$ cat config.mk
export PLATFORM = sky130hd
export DESIGN_NAME = gen_counter
export DESIGN_NICKNAME = d
export VERILOG_FILES = /design/src/rtl/gen_counter_pkg.sv /design/src/rtl/gen_counter_flag.sv /design/src/rtl/gen_counter.sv
export SDC_FILE = /design/constraint.sdc
export NUM_CORES = 1
export LEC_CHECK = 0
export BUFFER_PORTS_ARGS = -buffer_cell sky130_fd_sc_hd__buf_2
export CORE_MARGIN = 1.5
export CORE_UTILIZATION = 35
export CTS_CLUSTER_DIAMETER = 100
export CTS_CLUSTER_SIZE = 14
export DETAILED_ROUTE_END_ITERATION = 16
export HOLD_SLACK_MARGIN = 0.03
export PLACE_DENSITY = 0.65
export SETUP_SLACK_MARGIN = 0.05
export SYNTH_ARGS = -nofsm -noshare
export SYNTH_HDL_FRONTEND = slang
export SYNTH_SLANG_ARGS = --single-unit
$ cat constraint.sdc
create_clock -name clk -period 1.9 [get_ports clk]
set_input_delay 0.285 -clock clk [delete_from_list [all_inputs] [get_ports clk]]
set_output_delay 0.285 -clock clk [all_outputs]
set_load 0.005 [all_outputs]
$ cat src/rtl/gen_counter_pkg.sv
// Shared constants and parameter checks for the gen_counter block.
package gen_counter_pkg;

    localparam logic DIR_UP    = 1'b1;
    localparam logic DIR_DOWN  = 1'b0;
    localparam bit   MODE_WRAP = 1'b0;
    localparam bit   MODE_SAT  = 1'b1;

    // Legal terminal values are 1..2**width-1.
    function automatic bit max_val_ok(input int unsigned width, input longint unsigned max_val);
        longint unsigned limit;
        limit = (64'd1 << width) - 64'd1;
        return (max_val >= 64'd1) && (max_val <= limit);
    endfunction

endpackage

$ cat src/rtl/gen_counter_flag.sv
// Sticky status bit: set has priority over clear; synchronous active-low reset.
module gen_counter_flag (
    input  logic clk,
    input  logic reset,
    input  logic set,
    input  logic clr,
    output logic flag
);

    logic flag_q;

    always_ff @(posedge clk) begin
        if (!reset) begin
            flag_q <= 1'b0;
        end else if (set) begin
            flag_q <= 1'b1;
        end else if (clr) begin
            flag_q <= 1'b0;
        end
    end

    assign flag = flag_q;

endmodule

$ cat src/rtl/gen_counter.sv
// Up/down counter over 0..MAX_VAL with wrap or saturate at the limits,
// registered overflow/underflow pulses and sticky event flags.
module gen_counter
    import gen_counter_pkg::*;
#(
    parameter int unsigned     WIDTH    = 8,
    parameter longint unsigned MAX_VAL  = (64'd1 << WIDTH) - 64'd1,
    parameter bit              SATURATE = MODE_WRAP
) (
    input  logic             clk,
    input  logic             reset,
    input  logic             en,
    input  logic             clr,
    input  logic             load,
    input  logic [WIDTH-1:0] load_val,
    input  logic             up_dn,
    input  logic             sticky_clr,
    output logic [WIDTH-1:0] count,
    output logic             ov,
    output logic             un,
    output logic             ov_sticky,
    output logic             un_sticky,
    output logic             tc
);

    if (WIDTH < 2 || WIDTH > 32) begin : g_bad_width
        $error("gen_counter: WIDTH must be in 2..32");
    end
    if (!max_val_ok(WIDTH, MAX_VAL)) begin : g_bad_max_val
        $error("gen_counter: MAX_VAL must be in 1..2**WIDTH-1");
    end

    localparam logic [WIDTH-1:0] MAX_W = MAX_VAL[WIDTH-1:0];

    logic [WIDTH-1:0] count_q, count_d;
    logic             ov_q, ov_d;
    logic             un_q, un_d;
    logic [WIDTH:0]   count_ext;
    logic [WIDTH:0]   count_inc;
    logic [WIDTH:0]   count_dec;
    logic             at_max;
    logic             at_zero;

    assign count_ext = {1'b0, count_q};
    assign count_inc = count_ext + {{WIDTH{1'b0}}, 1'b1};
    assign count_dec = count_ext - {{WIDTH{1'b0}}, 1'b1};
    assign at_max    = (count_q == MAX_W);
    assign at_zero   = (count_q == '0);

    always_comb begin
        count_d = count_q;
        ov_d    = 1'b0;
        un_d    = 1'b0;
        if (clr) begin
            count_d = '0;
        end else if (load) begin
            count_d = (load_val > MAX_W) ? MAX_W : load_val;
        end else if (en) begin
            if (up_dn == DIR_UP) begin
                if (at_max) begin
                    ov_d    = 1'b1;
                    count_d = (SATURATE == MODE_SAT) ? MAX_W : '0;
                end else begin
                    count_d = count_inc[WIDTH-1:0];
                end
            end else begin
                if (at_zero) begin
                    un_d    = 1'b1;
                    count_d = (SATURATE == MODE_SAT) ? '0 : MAX_W;
                end else begin
                    count_d = count_dec[WIDTH-1:0];
                end
            end
        end
    end

    always_ff @(posedge clk) begin
        if (!reset) begin
            count_q <= '0;
            ov_q    <= 1'b0;
            un_q    <= 1'b0;
        end else begin
            count_q <= count_d;
            ov_q    <= ov_d;
            un_q    <= un_d;
        end
    end

    gen_counter_flag u_ov_flag (
        .clk   (clk),
        .reset (reset),
        .set   (ov_d),
        .clr   (sticky_clr),
        .flag  (ov_sticky)
    );

    gen_counter_flag u_un_flag (
        .clk   (clk),
        .reset (reset),
        .set   (un_d),
        .clr   (sticky_clr),
        .flag  (un_sticky)
    );

    assign count = count_q;
    assign ov    = ov_q;
    assign un    = un_q;
    assign tc    = (up_dn && at_max) || (!up_dn && at_zero);

endmodule
==> metrics <==
status=complete, but fails checks; failing checks=setup timing; RSZ-0062 raised after global routing=true; P_int=480 µW; max cap viols=0; Cell Area, Placed=0.00108 mm²; Pleak=0.513 nW; fraction of final layout cells sized beyond drive strength 1=0.378; clock latency at the later pin of the worst-skew pair=0.27 ns; top_reg_cell synth=dfxtp_1; row count=18; leading area contributor after synthesis=dfxtp_1; Mapped Nets=139; f_max=509 MHz; gr ovfl total=0; VDD IR-drop max=298 µV; final setup violation count=1; post-route cell area=0.00121 mm²; Hold Crit Start=load_val[4]; H-tree depth=1; period utilisation layout=1.03; initial antenna violation count=0; Async S/R FF share, synth=0; critical path class=register to primary output; DRT iter0 DRCs=21; Slew headroom=0.708; hold buffers post-CTS=0; total CTS buffers=3; critical path launch point=count[1]$_SDFFE_PP0P_; DIE WIDTH=53.6 µm; total number of vias=1,008; Hold WC Path Type=input port to register; pwr dens=561 mW/mm²; arrival time at the worst endpoint=1.68 ns; CP startpoint kind=register; min Tclk post-route=1.97 ns; number of synthesized flops with an enable pin=0; Worst Path Required=1.62 ns; routability cong.=0.885; Die Y=53.6 µm; first-pass GRT wire length=4000 µm; Cells after Synth=121; Seq. cell area=243 µm²; Critical R2R Launch=count[1]$_SDFFE_PP0P_; Syn-to-layout area delta=35.4%; IO Count=28; CTS Sinks=12; Post-Place Worst Slack=0.0932 ns; HPWL after detailed placement=1770 µm; WL/cell=13.3 µm; GRT Util Overall=0.191; FILL cells=266; Max clock buf depth=2; Final ANT Viol Nets=0; Post-Syn Area=897 µm²; Yosys cell types=40; die area=0.00288 mm²; ranking of synthesized cells by area=dfxtp_1 (27%), nor2_1 (4.6%), a21oi_1 (4.5%), ha_1 (4.2%), nand2b_1 (4.2%); Port-buffer cells=27; Slew Limit Fails=0; final hold vios=0; Worst-path clk slew=0.09 ns; CP Capture Type=primary output; CTS tree=built; largest net degree at the start of global routing=19; Flop pwr share=0.394; average cell area after synthesis=7.41 µm²; CORE AREA=0.00245 mm²; post-synth top area share=0.268; vias per cell=5.42; # diodes=0; YS warnings=0; DRC errors left=0; Root Buffer Master=clkbuf_4; sequential area share after synthesis=0.268; synthesized flop and latch total=12; multi-input logic area=626 µm²; final net count=175; commonest cells in the netlist=dfxtp_1 (12), nor2_1 (11), a21oi_1 (8), clkbuf_1 (8), nand2_1 (8); final setup margin=-0.0665 ns; Worst Path Max Fanout=4; final wirelength=2470 µm; vias in the first global route=846; clock skew=0.00195 ns; first drt pass iteration count=4; Worst Max-Slew Pin Slew=0.437 ns; initial core utilization=0.365; Clock power frac=0.310; top-count cell post-synth=dfxtp_1; Comb pwr share=0.296; Switch Pwr=203 µW; Sw Share=0.297
## logic make-up after synthesis
kind of cell,count (synthesis),share of synthesized area
AO/OA/AOI/OAI,33,0.254
XOR/XNOR,5,0.0488
adder cells (fa/ha/maj),3,0.0418
buffers and inverters,17,0.0809
flip-flops,12,0.268
multiplexers,1,0.0112
AND/OR/NAND/NOR,50,0.296
## critical path, stage by stage (launching register included)
cell     delay [ns]
dfxtp_2        0.35
inv_2          0.08
ha_4           0.13
or4b_4         0.46
or2_4          0.25
nand2_2        0.06
buf_6          0.09
## final cells by class
type | count | share of cell area
Timing Repair Buffer | 41 | 0.203
Clock buffer | 4 | 0.0299
Inverter | 7 | 0.0216
Multi-Input combinational cell | 92 | 0.515
Sequential cell | 12 | 0.200
Tap cell | 30 | 0.0309
## final timing paths
check,end,slack [ns],cells after the start
min reg2reg,u_ov_flag.flag$_SDFFE_PN0P_,0.60,3
max,tc,-0.07,6
max reg2reg,u_un_flag.flag$_SDFFE_PN0P_,0.09,7
min,count[4]$_SDFFE_PP0P_,0.24,3
## power by group through the flow
stage / clock [mW] / sequential [mW] / combinational, mW
3_3_place_gp: 0 / 0.273 / 0.166
4_1_cts: 0.213 / 0.268 / 0.190
5_1_grt: 0.226 / 0.270 / 0.225
3_5_place_dp: 0 / 0.273 / 0.168
2_1_floorplan: 0 / 0.275 / 0.112
6_report: 0.212 / 0.269 / 0.202
## flip-flops by register name, indices dropped and copies added, names as in the netlist
| name | count |
|---|---|
| count | 8 |
| ov | 1 |
| u_ov_flag.flag | 1 |
| u_un_flag.flag | 1 |
| un | 1 |
## repair_timing
action | 4_1_cts | 5_1_grt
gates cloned | 0 | 0
setup endpoints to repair | 1 | 5
gates resized for setup | 9 | 5
hold endpoints to repair | 0 | 0
buffers inserted | 6 | 1
pin swaps | 2 | 3
## per-layer routing
metal / vias to the layer above / GRT usage / wire length (µm)
li1: 503 / - / -
met1: 473 / 0.252 / 1140
met2: 28 / 0.325 / 1210
met3: 4 / 0.0250 / 99
met4: 0 / 0.0513 / 23
met5: - / 0 / 0
## placed cells by master (no fill, tap or decap), types with 2 or more instances in the layout
cell	instances
buf_2	26
buf_4	14
nor2_1	11
dfxtp_1	10
a21oi_1	8
nand2_1	7
nand2b_1	6
nor3_1	6
inv_1	5
nand3_1	4
xnor2_1	4
a31oi_1	4
o311ai_0	4
and2_1	3
a211oi_1	3
o21ai_0	3
clkbuf_4	3
inv_2	2
or4b_4	2
nand4_1	2
ha_1	2
dfxtp_2	2
## stage by stage
stage          total power, mW  hold WS, ns  TNS [ns]  instances   util
6_report                 0.682        0.242   -0.0665        186  0.495
5_1_grt                  0.721        0.260    -0.115        186  0.495
4_1_cts                  0.671        0.241   -0.0945        185  0.481
3_5_place_dp             0.441        0.522         0        175  0.438
3_3_place_gp             0.438        0.523         0        175  0.438
2_1_floorplan            0.388        0.407         0        121      -
Note: power is estimated with default switching activity, not from simulation.
